[config.mk]
export PLATFORM = sky130hd
export DESIGN_NAME = carpici_pipe_param
export DESIGN_NICKNAME = d
export VERILOG_FILES = /design/src/rtl/carpici_pkg.sv /design/src/rtl/csa_n.sv /design/src/rtl/carpici_pipe_param.sv
export SDC_FILE = /design/constraint.sdc
export NUM_CORES = 2
export LEC_CHECK = 0
export CAP_MARGIN = 25
export CORE_MARGIN = 1
export CORE_UTILIZATION = 31
export CTS_CLUSTER_DIAMETER = 80
export DETAILED_ROUTE_END_ITERATION = 12
export PLACE_DENSITY = 0.45
export SLEW_MARGIN = 40
export SYNTH_ARGS = -nofsm -noshare
export SYNTH_HDL_FRONTEND = slang
export SYNTH_HIERARCHICAL = 1
export SYNTH_SLANG_ARGS = --single-unit
export TNS_END_PERCENT = 50
[constraint.sdc]
create_clock -name clk_i -period 17 [get_ports clk_i]
set_clock_uncertainty 0.05 [all_clocks]
set_input_delay 2.55 -clock clk_i [delete_from_list [all_inputs] [get_ports clk_i]]
set_output_delay 2.55 -clock clk_i [all_outputs]
set_load 0.1 [all_outputs]
[src/rtl/carpici_pkg.sv]
// carpici_pkg: default widths and elaboration-time helpers for the parametrised multiplier.
package carpici_pkg;
    localparam int VERI_BIT_DEF = 32;
    localparam int KIMLIK_BIT_DEF = 4;

    // One 3:2 level turns every full group of three rows into two; leftovers pass through.
    function automatic int csa_rows_next(input int n);
        return 2 * (n / 3) + n % 3;
    endfunction

    function automatic int csa_rows_at(input int w, input int l);
        int n;
        n = w;
        for (int i = 0; i < l; i++) n = csa_rows_next(n);
        return n;
    endfunction

    function automatic int csa_levels(input int w);
        int n;
        int l;
        n = w;
        l = 0;
        while (n > 2) begin
            n = csa_rows_next(n);
            l++;
        end
        return l;
    endfunction

    function automatic logic negate_flag(input logic s0, input logic m0, input logic s1, input logic m1);
        return (s0 & m0) ^ (s1 & m1);
    endfunction
endpackage

[src/rtl/csa_n.sv]
// csa_n: N-bit 3:2 carry-save compressor, carry word shifted left and truncated to N bits.
module csa_n
    import carpici_pkg::*;
#(
    parameter int N = 8
) (
    input  logic [N-1:0] a_i,
    input  logic [N-1:0] b_i,
    input  logic [N-1:0] c_i,
    output logic [N-1:0] s_o,
    output logic [N-1:0] cy_o
);
    logic [N-2:0] maj;

    assign s_o  = a_i ^ b_i ^ c_i;
    assign maj  = (a_i[N-2:0] & b_i[N-2:0]) | (a_i[N-2:0] & c_i[N-2:0]) | (b_i[N-2:0] & c_i[N-2:0]);
    assign cy_o = {maj, 1'b0};
endmodule

[src/rtl/carpici_pipe_param.sv]
// carpici_pipe_param: W x W three-stage multiplier with per-operand signedness,
// global-stall valid/ready handshake, tag passthrough, flush and half select.
module carpici_pipe_param
    import carpici_pkg::*;
#(
    parameter int VERI_BIT   = VERI_BIT_DEF,
    parameter int KIMLIK_BIT = KIMLIK_BIT_DEF
) (
    input  logic                    clk_i,
    input  logic                    rst_i,
    input  logic [VERI_BIT-1:0]     islec0_i,
    input  logic                    islec0_isaretli_i,
    input  logic [VERI_BIT-1:0]     islec1_i,
    input  logic                    islec1_isaretli_i,
    input  logic                    yuksek_i,
    input  logic [KIMLIK_BIT-1:0]   kimlik_i,
    input  logic                    islem_gecerli_i,
    output logic                    islem_hazir_o,
    input  logic                    temizle_i,
    output logic [2*VERI_BIT-1:0]   carpim_o,
    output logic [VERI_BIT-1:0]     sonuc_o,
    output logic [KIMLIK_BIT-1:0]   kimlik_o,
    output logic                    carpim_gecerli_o,
    input  logic                    sonuc_hazir_i
);
    localparam int W   = VERI_BIT;
    localparam int P   = 2 * VERI_BIT;
    localparam int LVL = csa_levels(W);

    logic                  ilerle, kabul, s2_load, s3_load;
    logic                  neg0, neg1;
    logic [W-1:0]          mag0, mag1;
    logic [P-1:0]          tree_sum, tree_carry;
    logic [P-1:0]          s1_sum_d, s1_sum_q, s1_carry_d, s1_carry_q;
    logic                  s1_neg_d, s1_neg_q, s1_hi_d, s1_hi_q, s1_v_d, s1_v_q;
    logic [KIMLIK_BIT-1:0] s1_tag_d, s1_tag_q;
    logic [P-1:0]          s2_prod_d, s2_prod_q;
    logic                  s2_neg_d, s2_neg_q, s2_hi_d, s2_hi_q, s2_v_d, s2_v_q;
    logic [KIMLIK_BIT-1:0] s2_tag_d, s2_tag_q;
    logic [P-1:0]          s3_carpim_d, s3_carpim_q;
    logic                  s3_hi_d, s3_hi_q, s3_v_d, s3_v_q;
    logic [KIMLIK_BIT-1:0] s3_tag_d, s3_tag_q;

    assign ilerle  = ~s3_v_q | sonuc_hazir_i;
    assign kabul   = islem_gecerli_i & ilerle & ~temizle_i;
    assign s2_load = ilerle & s1_v_q;
    assign s3_load = ilerle & s2_v_q;

    // Multiply magnitudes; the sign is restored in S3. The most negative value maps to 2^(W-1) unsigned.
    assign neg0 = islec0_isaretli_i & islec0_i[W-1];
    assign neg1 = islec1_isaretli_i & islec1_i[W-1];
    assign mag0 = neg0 ? -islec0_i : islec0_i;
    assign mag1 = neg1 ? -islec1_i : islec1_i;

    for (genvar l = 0; l <= LVL; l++) begin : g_lvl
        localparam int N = csa_rows_at(W, l);
        logic [P-1:0] r [N];
        if (l == 0) begin : g_pp
            for (genvar i = 0; i < W; i++) begin : g_row
                assign r[i] = mag1[i] ? ({{W{1'b0}}, mag0} << i) : '0;
            end
        end else begin : g_red
            localparam int Q = csa_rows_at(W, l - 1);
            for (genvar k = 0; k < Q / 3; k++) begin : g_csa
                csa_n #(.N(P)) u_csa (
                    .a_i (g_lvl[l-1].r[3*k]),
                    .b_i (g_lvl[l-1].r[3*k+1]),
                    .c_i (g_lvl[l-1].r[3*k+2]),
                    .s_o (r[2*k]),
                    .cy_o(r[2*k+1])
                );
            end
            for (genvar k = 0; k < Q % 3; k++) begin : g_pass
                assign r[2*(Q/3)+k] = g_lvl[l-1].r[3*(Q/3)+k];
            end
        end
    end

    assign tree_sum   = g_lvl[LVL].r[0];
    assign tree_carry = g_lvl[LVL].r[1];

    // Data registers load only with a valid beat so bubbles leave the outputs untouched.
    always_comb begin
        s1_v_d      = temizle_i ? 1'b0 : (ilerle ? islem_gecerli_i : s1_v_q);
        s1_sum_d    = kabul ? tree_sum : s1_sum_q;
        s1_carry_d  = kabul ? tree_carry : s1_carry_q;
        s1_neg_d    = kabul ? negate_flag(islec0_isaretli_i, islec0_i[W-1], islec1_isaretli_i, islec1_i[W-1]) : s1_neg_q;
        s1_hi_d     = kabul ? yuksek_i : s1_hi_q;
        s1_tag_d    = kabul ? kimlik_i : s1_tag_q;
        s2_v_d      = temizle_i ? 1'b0 : (ilerle ? s1_v_q : s2_v_q);
        s2_prod_d   = s2_load ? s1_sum_q + s1_carry_q : s2_prod_q;
        s2_neg_d    = s2_load ? s1_neg_q : s2_neg_q;
        s2_hi_d     = s2_load ? s1_hi_q : s2_hi_q;
        s2_tag_d    = s2_load ? s1_tag_q : s2_tag_q;
        s3_v_d      = temizle_i ? 1'b0 : (ilerle ? s2_v_q : s3_v_q);
        s3_carpim_d = s3_load ? (s2_neg_q ? -s2_prod_q : s2_prod_q) : s3_carpim_q;
        s3_hi_d     = s3_load ? s2_hi_q : s3_hi_q;
        s3_tag_d    = s3_load ? s2_tag_q : s3_tag_q;
    end

    always_ff @(posedge clk_i) begin
        if (rst_i) begin
            s1_v_q      <= 1'b0;
            s1_sum_q    <= '0;
            s1_carry_q  <= '0;
            s1_neg_q    <= 1'b0;
            s1_hi_q     <= 1'b0;
            s1_tag_q    <= '0;
            s2_v_q      <= 1'b0;
            s2_prod_q   <= '0;
            s2_neg_q    <= 1'b0;
            s2_hi_q     <= 1'b0;
            s2_tag_q    <= '0;
            s3_v_q      <= 1'b0;
            s3_carpim_q <= '0;
            s3_hi_q     <= 1'b0;
            s3_tag_q    <= '0;
        end else begin
            s1_v_q      <= s1_v_d;
            s1_sum_q    <= s1_sum_d;
            s1_carry_q  <= s1_carry_d;
            s1_neg_q    <= s1_neg_d;
            s1_hi_q     <= s1_hi_d;
            s1_tag_q    <= s1_tag_d;
            s2_v_q      <= s2_v_d;
            s2_prod_q   <= s2_prod_d;
            s2_neg_q    <= s2_neg_d;
            s2_hi_q     <= s2_hi_d;
            s2_tag_q    <= s2_tag_d;
            s3_v_q      <= s3_v_d;
            s3_carpim_q <= s3_carpim_d;
            s3_hi_q     <= s3_hi_d;
            s3_tag_q    <= s3_tag_d;
        end
    end

    assign islem_hazir_o    = ilerle;
    assign carpim_o         = s3_carpim_q;
    assign sonuc_o          = s3_hi_q ? s3_carpim_q[P-1:W] : s3_carpim_q[W-1:0];
    assign kimlik_o         = s3_tag_q;
    assign carpim_gecerli_o = s3_v_q;
endmodule

==> flow_metrics.env <==
export IMPL_routabilityCongestion=0.835
export IMPL_cts_resized_gates=0
export IMPL_synth_cells_most_frequent="1891 x sky130_fd_sc_hd__fa_1, 1158 x sky130_fd_sc_hd__nor2_1, 501 x sky130_fd_sc_hd__nand2_1"
export IMPL_clkSlewWorstSetupHoldPaths_ns=0.06
export IMPL_firstDrtPassIters=5
export IMPL_synth_cell_area_um2=59700
export IMPL_clock_tree_htree_level_count=2
export IMPL_number_of_synthesized_flops_with_an_enable_pin=0
export IMPL_fraction_of_layout_instances_using_a_drive_strength_above_1_pct=5.68
export IMPL_initial_core_util_pct=31.3
export IMPL_outcome="complete, no violations"
export IMPL_synthesized_flop_and_latch_total=276
export IMPL_port_buffer_count=177
export IMPL_place_hpwl_mm=140
export IMPL_num_vias=41400
export IMPL_avgRoutedWirePerCell_um=19.3
export IMPL_cts_hold_repair_buffers=0
export IMPL_boundaryPins=178
export IMPL_post_layout_nonfiller_instances=8879
export IMPL_root_buf_cell="sky130_fd_sc_hd__clkbuf_16"
export IMPL_dr_first_iter_drc_count=1850
export IMPL_unrepaired_setup_endpoints_after_global_routing="no"
export IMPL_crit_path_start_kind="input port"
export IMPL_timing_hold_ws_ns=0.398
export IMPL_grt_antenna_before_repair=9
export IMPL_yosysWarningCount=6
export IMPL_synthMostInstantiatedCell="sky130_fd_sc_hd__fa_1"
export IMPL_timing_critical_path_required_ns=17.43
export IMPL_die_area_um2=194000
export IMPL_core_area_um2=191000
export IMPL_die_y_um=441
export IMPL_timing_slew_headroom_pct=47.6
export IMPL_min_period_ns=10.43
export IMPL_yosysUniqueCellTypes=73
export IMPL_place_ws_ns=5.91
export IMPL_grt_util_met3_pct=1.08
export IMPL_worstPathMaxFanout=32
export IMPL_dp_cells=8808
export IMPL_cts_made_buffers=35
export IMPL_tritoncts_num_sinks=276
export IMPL_synth_ff_type="sky130_fd_sc_hd__dfxtp_1"
export IMPL_grt_use_total_pct=18.7
export IMPL_post_dr_vias_cell=4.66
export IMPL_worst_pin_slew_ns=0.776
export IMPL_postRouteAntennaNets=0
export IMPL_setup_violations_final=0
export IMPL_fp_dieW_um=441
export IMPL_post_cts_setup_buffers=0
export IMPL_period_share_pct=61.4
export IMPL_nNetsFinal=8368
export IMPL_drv_cap=0
export IMPL_grt_pass1_vias=47800
export IMPL_post_synth_top_area_cell="sky130_fd_sc_hd__fa_1"
export IMPL_critPathArrivalTime_ns=10.86
export IMPL_gr_usage_met1_pct=23.8
export IMPL_setup_worst_path_class="input port to flop"
export IMPL_cts_tree="yes"
export IMPL_insertion_delay_ns=0.57
export IMPL_global_route_overflow_total=0
export IMPL_filler_cell_count=19400
export IMPL_row_count=160
export IMPL_post_synth_top_area_fraction_pct=63.4
export IMPL_synthToLayoutAreaGrowth_pct=15.5
export IMPL_gr_usage_met2_pct=34.0
export IMPL_grt_pass1_wl_mm=281
export IMPL_synth_avg_cell_area_um2=11.1
export IMPL_timing_hold_violations_final=0
export IMPL_ys_top_cells_by_area="sky130_fd_sc_hd__fa_1 63%, sky130_fd_sc_hd__dfxtp_1 9.3%, sky130_fd_sc_hd__nor2_1 7.3%, sky130_fd_sc_hd__nand2_1 3.2%, sky130_fd_sc_hd__a21oi_1 2.6%"
export IMPL_postSynth_asyncResetShare_pct=0
export IMPL_endpoint_kind="flop"
export IMPL_cts_root_to_sink_buffers=3
export IMPL_yosysSeqAreaShare_pct=9.26
export IMPL_report_final_slew_viol_count=0
export IMPL_tns_ns=0
export IMPL_gr_max_usage_layer="met2"
export IMPL_grt_start_max_net_pins=136
export IMPL_routed_wl_mm=171
export IMPL_hold_class="flop to flop"
export IMPL_max_freq_ghz=0.0959
export IMPL_final_critical_path_setup_slack_ns=6.57
export IMPL_syn_inst=5363
export IMPL_drc=0
==> critical path, stage by stage <==
cell and delay, ns:
sky130_fd_sc_hd__clkdlybuf4s50_1 0.50, sky130_fd_sc_hd__nor3_1 0.32, sky130_fd_sc_hd__nand2b_1 0.16, sky130_fd_sc_hd__nor4_1 0.25, sky130_fd_sc_hd__nand2_1 0.29, sky130_fd_sc_hd__nor3_1 0.55
sky130_fd_sc_hd__nand2_1 0.28, sky130_fd_sc_hd__o41ai_1 0.70, sky130_fd_sc_hd__xor2_4 0.17, sky130_fd_sc_hd__buf_4 0.42, sky130_fd_sc_hd__nor2_1 0.14, sky130_fd_sc_hd__fa_1 0.51
sky130_fd_sc_hd__fa_1 0.59, sky130_fd_sc_hd__fa_1 0.46, sky130_fd_sc_hd__fa_1 0.49, sky130_fd_sc_hd__fa_1 0.54, sky130_fd_sc_hd__fa_1 0.53, sky130_fd_sc_hd__fa_1 0.51
sky130_fd_sc_hd__fa_1 0.58, sky130_fd_sc_hd__nand2_1 0.08, sky130_fd_sc_hd__a21oi_1 0.14
==> logic make-up after synthesis <==
family	share of synthesized area (%)
mux	0.688
fa+ha+maj	64.8
other cells	0.195
buf+inv	2.57
compound gates	6.27
simple gates	12.7
xor+xnor	3.44
flops	9.26
==> area by class of cell <==
class	count	area (µm²)	share of cell area (%)
antenna	8	20.0	0.0291
clock buffer	45	963	1.40
clock inverter	17	216	0.314
inverter	35	134	0.194
multi-input combinational	5732	57000	82.7
sequential	276	5530	8.02
tap	2511	3140	4.56
timing repair buffer	255	1890	2.75
==> final timing paths <==
check	slack, ns	to	depth (start not counted)	start
max	6.57	s1_sum_q[48]	21	islec0_i[2]
min	0.40	kimlik_o[0]	2	s2_tag_q[0]
max reg2reg	13.11	s2_prod_q[62]	11	s1_sum_q[0]
min reg2reg	0.40	kimlik_o[0]	2	s2_tag_q[0]
==> per-layer routing <==
| layer | wire length [µm] | share of wire, % |
|---|---|---|
| met3 | 4520 | 2.6 |
| met2 | 91100 | 53 |
| met5 | 0 | 0 |
| met1 | 70700 | 41 |
| met4 | 5120 | 3.0 |
==> sequential cells by signal, summed over array words and instances, names as in the netlist <==
signal            flops
s1_v_q                1
s1_neg_q              1
s2_hi_q               1
s1_tag_q              4
s3_hi_q               1
s2_tag_q              4
s2_prod_q            64
carpim_o             64
s1_hi_q               1
s1_carry_q           64
s1_sum_q             64
kimlik_o              4
s2_v_q                1
s2_neg_q              1
carpim_gecerli_o      1
==> cell usage in the layout, fill, tap and decap left out, types with 15 or more instances in the layout <==
cell type                         Yosys  layout
sky130_fd_sc_hd__fa_1              1891    1891
sky130_fd_sc_hd__nor2_1            1158    1158
sky130_fd_sc_hd__conb_1              31    1054
sky130_fd_sc_hd__nand2_1            501     497
sky130_fd_sc_hd__a21oi_1            304     304
sky130_fd_sc_hd__dfxtp_1            276     275
sky130_fd_sc_hd__buf_2                0     102
sky130_fd_sc_hd__o21ai_0             92      92
sky130_fd_sc_hd__clkdlybuf4s50_1      0      74
sky130_fd_sc_hd__buf_4               30      74
sky130_fd_sc_hd__ha_1                66      66
sky130_fd_sc_hd__xor2_1              93      63
sky130_fd_sc_hd__a211oi_1            56      56
sky130_fd_sc_hd__nand3_1             42      42
sky130_fd_sc_hd__nor3_1              39      39
sky130_fd_sc_hd__clkbuf_16            0      35
sky130_fd_sc_hd__inv_1               35      33
sky130_fd_sc_hd__mux2_2              32      32
sky130_fd_sc_hd__xnor2_1             60      32
sky130_fd_sc_hd__a21o_1              31      31
sky130_fd_sc_hd__xor3_1              30      30
sky130_fd_sc_hd__xnor2_2              0      28
sky130_fd_sc_hd__o31ai_1             27      27
sky130_fd_sc_hd__xor2_2               0      25
sky130_fd_sc_hd__nand4_1             23      23
sky130_fd_sc_hd__or3_1               22      22
sky130_fd_sc_hd__o21bai_1            16      16
sky130_fd_sc_hd__or4_1               15      15
sky130_fd_sc_hd__a31oi_1             15      15
==> through the flow <==
step	util (%)	cell area [µm²]
3_5_place_dp	35.5	67600
3_3_place_gp	35.8	68100
2_1_floorplan	-	63500
6_report	36.1	68900
5_1_grt	36.1	68900
4_1_cts	36.1	68800
Power is not shown: default switching activity piles up to over one toggle a cycle in this logic, so the estimate is an artifact.
